`src/rtl/iot_pkg.sv`:
```
// rtl/iot_pkg.sv - shared constants and helpers for the IoT event scheduler
package iot_pkg;

   localparam int   N_DEV_DEF = 4;
   localparam logic DEV_ON    = 1'b1;
   localparam logic DEV_OFF   = 1'b0;

   function automatic int id_width(input int n);
      return (n > 1) ? $clog2(n) : 1;
   endfunction

endpackage

```
`src/rtl/rr_arbiter.sv`:
```
// rtl/rr_arbiter.sv - combinational round-robin grant starting at a pointer
// The pointer register is owned by the parent.
module rr_arbiter
   import iot_pkg::*;
#(
   parameter int N  = N_DEV_DEF,
   parameter int IW = id_width(N)
) (
   input  logic [N-1:0]  i_req,
   input  logic [IW-1:0] i_ptr,
   output logic [N-1:0]  o_gnt_oh,
   output logic [IW-1:0] o_gnt_idx,
   output logic          o_gnt_valid
);

   always_comb begin
      int w_j;
      w_j         = 0;
      o_gnt_oh    = '0;
      o_gnt_idx   = '0;
      o_gnt_valid = 1'b0;
      for (int k = 0; k < N; k++) begin
         w_j = int'(i_ptr) + k;
         if (w_j >= N) w_j = w_j - N;
         if (!o_gnt_valid && i_req[w_j]) begin
            o_gnt_valid   = 1'b1;
            o_gnt_idx     = IW'(w_j);
            o_gnt_oh[w_j] = 1'b1;
         end
      end
   end

endmodule

```
`src/rtl/iot_event_scheduler.sv`:
```
// rtl/iot_event_scheduler.sv - serialises per-device on/off events into monitor pulses
// SCHED_FILTER_EN: discard events that would not change a device's active state.
module iot_event_scheduler
   import iot_pkg::*;
#(
   parameter int N_DEV = N_DEV_DEF,
   parameter int ID_W  = id_width(N_DEV)
) (
   input  logic             clk,
   input  logic             rst,
   input  logic [N_DEV-1:0] req,
   input  logic [N_DEV-1:0] req_on,
   output logic             change,
   output logic             on_off,
   output logic [ID_W-1:0]  grant_id,
   output logic [N_DEV-1:0] active_map,
   output logic             busy,
   output logic             drop
);

   logic [N_DEV-1:0] r_pend;
   logic [N_DEV-1:0] r_pdir;
   logic [ID_W-1:0]  r_ptr;
   logic             r_change;
   logic             r_on_off;
   logic [ID_W-1:0]  r_grant_id;
   logic [N_DEV-1:0] r_active_map;

   logic [N_DEV-1:0] w_gnt_oh;
   logic [ID_W-1:0]  w_gnt_idx;
   logic             w_gnt_valid;
   logic             w_gnt_dir;
   logic             w_fwd;
   logic [ID_W-1:0]  w_ptr_next;

   rr_arbiter #(
      .N  (N_DEV),
      .IW (ID_W)
   ) u_arb (
      .i_req       (r_pend),
      .i_ptr       (r_ptr),
      .o_gnt_oh    (w_gnt_oh),
      .o_gnt_idx   (w_gnt_idx),
      .o_gnt_valid (w_gnt_valid)
   );

   assign w_gnt_dir  = r_pdir[w_gnt_idx];
   assign w_ptr_next = (w_gnt_idx == ID_W'(N_DEV - 1)) ? '0 : w_gnt_idx + ID_W'(1);

`ifdef SCHED_FILTER_EN
   logic w_redundant;
   logic r_drop;

   assign w_redundant = (w_gnt_dir == r_active_map[w_gnt_idx]);
   assign w_fwd       = w_gnt_valid & ~w_redundant;

   always_ff @(posedge clk or posedge rst) begin
      if (rst) r_drop <= 1'b0;
      else     r_drop <= w_gnt_valid & w_redundant;
   end

   assign drop = r_drop;
`else
   assign w_fwd = w_gnt_valid;
   assign drop  = 1'b0;
`endif

   // A request landing on the granted device re-arms it: set beats clear.
   always_ff @(posedge clk or posedge rst) begin
      if (rst) begin
         r_pend       <= '0;
         r_pdir       <= '0;
         r_ptr        <= '0;
         r_change     <= 1'b0;
         r_on_off     <= DEV_OFF;
         r_grant_id   <= '0;
         r_active_map <= '0;
      end else begin
         r_pend   <= (r_pend & ~w_gnt_oh) | req;
         r_pdir   <= (r_pdir & ~req) | (req_on & req);
         r_change <= w_fwd;
         if (w_fwd) r_on_off <= w_gnt_dir;
         if (w_gnt_valid) begin
            r_ptr                   <= w_ptr_next;
            r_grant_id              <= w_gnt_idx;
            r_active_map[w_gnt_idx] <= w_gnt_dir;
         end
      end
   end

   assign change     = r_change;
   assign on_off     = r_on_off;
   assign grant_id   = r_grant_id;
   assign active_map = r_active_map;
   assign busy       = |r_pend;

endmodule

```
`config.mk`:
```
export PLATFORM = sky130hd
export DESIGN_NAME = iot_event_scheduler
export DESIGN_NICKNAME = d
export VERILOG_FILES = /design/src/rtl/iot_pkg.sv /design/src/rtl/rr_arbiter.sv /design/src/rtl/iot_event_scheduler.sv
export SDC_FILE = /design/constraint.sdc
export NUM_CORES = 1
export LEC_CHECK = 0
export CORE_AREA = 5 5 62 64
export DETAILED_ROUTE_END_ITERATION = 6
export DIE_AREA = 0 0 67 69
export DONT_BUFFER_PORTS = 1
export PLACE_DENSITY = 0.68
export SLEW_MARGIN = 40
export SYNTH_ARGS = -nofsm -noshare
export SYNTH_HDL_FRONTEND = slang
export SYNTH_SLANG_ARGS = --single-unit
```
`constraint.sdc`:
```
create_clock -name clk -period 3.5 [get_ports clk]
set_clock_uncertainty 0.05 [all_clocks]
set_input_delay 0.35 -clock clk [delete_from_list [all_inputs] [get_ports clk]]
set_output_delay 0.35 -clock clk [all_outputs]
set_load 0.01 [all_outputs]
```
==> out/metrics.csv <==
stage,metric,value,unit
cells_and_area,Fillers,312,
timing,Slew HR,55.86,%
worst_hold_path,hold_sp,req[3],
worst_setup_path,WP data required,3.63,ns
timing,fin crit share,86.66,%
drt,# DRC,0,
power_and_ir_drop,share of total power in combinational logic,67.3,%
timing,# setup viols final,0,
yosys,commonest register cell after synthesis,dfrtp_1,
run_status,status,"complete, no violations",
yosys,XOR/XNOR Fraction of Synth Area,0,%
timing,RSZ-0062 raised after global routing,false,
die,Die Wd,67,um
power_and_ir_drop,total net switching power,761.2,uW
drt,routed vias/inst,5.777,
drt,total routed wirelength,2925,um
yosys,most common cell in the netlist,nand2_1,
worst_setup_path,CP most frequent cell,inv_1,
timing,Final Worst Setup Slack,0.4670,ns
timing,setup TNS,0,ns
die,die area,0.004623,mm^2
yosys,"area leader, netlist",dfrtp_1,
worst_setup_path,Crit-path slowest cell,ha_1,
placement,post-DP HPWL,2210,um
drt,Pre-antenna DRT Iters,4,
placement,DP Area,0.001439,mm^2
cts,clock latency on the worst-skew pair,0.29,ns
timing,worst slew pin tran,0.6613,ns
grt,maximum number of pins on one net before global-route repair,20,
cts,total CTS buffers,3,
power_and_ir_drop,Internal,864.5,uW
power_and_ir_drop,PD cells,1095,mW/mm^2
die,Die Ht,69,um
timing,Min Hold Slack,0.1050,ns
cells_and_area,"non-filler cells, final",179,
cts,clock tree sinks,18,
worst_setup_path,Crit Path Category,reg -> reg,
placement,Port-buffer cells,0,
cells_and_area,fin area,0.001485,mm^2
cells_and_area,ANT cells,0,
yosys,Mapped Cells,135,
cts,clk slew on worst S/H paths,0.10,ns
placement,placed insts,174,
worst_hold_path,worst hold-check path type,in -> reg,
drt,via count,1034,
die,total core area,0.003232,mm^2
grt,number of global-route vias before repair,1044,
cts,post-CTS sizing,0,
yosys,Synth area leaders,"dfrtp_1 (32%), ha_1 (11%), mux2_2 (6.4%), mux4_2 (6.4%), nand2_1 (5.1%)",
cts,CTS root buffer,clkbuf_4,
cts,Post-CTS Hold Buffers,1,
power_and_ir_drop,sw frac,46.82,%
grt,initial antenna violation count,0,
drt,Initial DRC Count,80,
worst_setup_path,Worst path max stage delay,0.53,ns
yosys,Post-Synth Simple-Gate Area,14.06,%
power_and_ir_drop,clock share of power,7.7,%
cells_and_area,nets,156,
timing,Max Clk Rate,0.3297,GHz
yosys,Synth Register Bits,18,
yosys,Cell variety after synth,40,
yosys,synth cell count leaders,"nand2_1 (19), dfrtp_1 (18), ha_1 (12), mux2_2 (8), inv_1 (7)",
yosys,Synth top area share,32.03,%
yosys,Mapped Nets,157,
die,Initial Util,43.52,%
timing,min cycle time layout,3.033,ns
cells_and_area,synthesis-to-layout area growth,5.605,%
yosys,largest family of logic cells by synthesized area,multiplexers,
worst_setup_path,Critical Path End Type,flop,
cts,H-tree depth,1,
yosys,mean post-synth cell area,10.42,um^2
grt,grt ovf,0,
yosys,async set-reset flop share out of synthesis,100.0,%
power_and_ir_drop,maximum vdd drop,0.0005440,V
worst_setup_path,Critical Path Fanout Max,9,
cells_and_area,Reg area,450.4,um^2
yosys,Compound-Gate Fraction of Synth Area,16.90,%
cts,Setup Buffers After CTS,0,
drt,number of routed nets with antenna violations,0,
placement,Routability Congestion,0.8688,
cts,TritonCTS clock tree,done,
yosys,synth warn,0,
drt,Wirelength per Cell,16.34,um
yosys,Synth Area in Adders,10.68,%
die,Rows,21,
cells_and_area,layout cells sized above 1,19.55,%
grt,GRT Total Usage,13.88,%
worst_setup_path,worst path bufs/invs,2,
yosys,post-synthesis mux area share,20.55,%
die,I/O pins,20,
run,max-cap violation count,0,
worst_setup_path,CP Launch Type,flop,
worst_setup_path,family with the most delay on the worst path,compound AO/OA/AOI/OAI gates,
grt,first-pass GRT wire length,5154,um
cells_and_area,area of the multi-input gates,878.3,um^2
worst_setup_path,Worst EP arrival,3.16,ns
timing,Fin. Hold Viols,0,
yosys,post-synthesis sequential area ratio,32.03,%
worst_setup_path,r2r startpoint,r_ptr[1]$_DFFE_PP0P_,
worst_setup_path,CP Cell Sequence,inv_1 > ha_1 > mux2i_1 > a211oi_1 > o22ai_1 > inv_1 > a221oi_2 > mux2i_4 > mux2_1,
worst_setup_path,Critical Path Start,r_ptr[1]$_DFFE_PP0P_,
placement,Place WS,0.4786,ns
power_and_ir_drop,leakage power,0.6203,nW
yosys,Post-synth EDFFs,0,
power_and_ir_drop,part of the power in registers,25.0,%
timing,fin. max-slew vios,0,
yosys,Syn Std Cell Area,0.001406,mm^2
cts,clk buf depth,2,
[cells in the final DEF, fill, tap and decap left out, types with 2 or more instances in the layout]
cell type,instances
a211oi_1,2
a21oi_1,5
a22o_1,4
a41o_1,3
buf_4,3
clkbuf_4,3
dfrtp_1,18
ha_1,12
inv_1,7
mux2_1,5
mux2_2,8
mux2i_1,3
mux4_2,4
nand2_1,19
nand3b_1,2
nor2_1,5
nor2b_1,3
o211ai_1,2
o21ai_1,3
[power by group through the flow]
stage	clock [mW]	sequential, mW	combinational, mW
finish	0.126	0.407	1.09
global route	0.141	0.424	1.22
CTS	0.131	0.408	1.10
detailed placement	0	0.410	1.10
global placement	0	0.406	1.08
floorplan	0	0.362	0.936
[stage by stage]
| stage | power, mW | utilization (%) |
|---|---|---|
| 2_1_floorplan | 1.298 | - |
| 3_3_place_gp | 1.482 | 44.52 |
| 3_5_place_dp | 1.506 | 44.52 |
| 4_1_cts | 1.641 | 45.95 |
| 5_1_grt | 1.783 | 45.95 |
| 6_report | 1.626 | 45.95 |
[cell type report]
cell class,instances,area share (%)
Timing Repair Buffer,4,2.190
Sequential cell,18,30.33
Clock buffer,4,2.443
Inverter,8,2.022
Multi-Input combinational cell,99,59.14
Tap cell,46,3.875
[worst paths after layout]
path,endpoint,slack [ns],depth (start not counted)
setup / recovery,active_map[0]$_DFFE_PP0P_,0.47,9
hold / removal,r_pend[3]$_DFF_PP0_,0.11,1
setup reg to reg,active_map[0]$_DFFE_PP0P_,0.47,9
hold reg to reg,flop,0.47,1
max in group asynchronous,r_pend[0]$_DFF_PP0_,2.45,2
min in group asynchronous,on_off$_DFFE_PP0P_,0.53,2
[kinds of logic after synthesis]
logic type	count (synthesis)
multiplexers	21
other	1
AND/OR/NAND/NOR	36
AO/OA/AOI/OAI	29
flip-flops	18
adder cells (fa/ha/maj)	12
buffers and inverters	18
[per-layer routing]
layer | up-vias | wire length (um) | global-route usage, %
met2 | 38 | 1459 | 22.16
met1 | 506 | 1253 | 18.88
met3 | 4 | 179 | 3.409
met5 | - | 0 | 0
met4 | 0 | 31 | 2.703
li1 | 486 | - | -
Note: power is estimated with default switching activity, not from simulation.
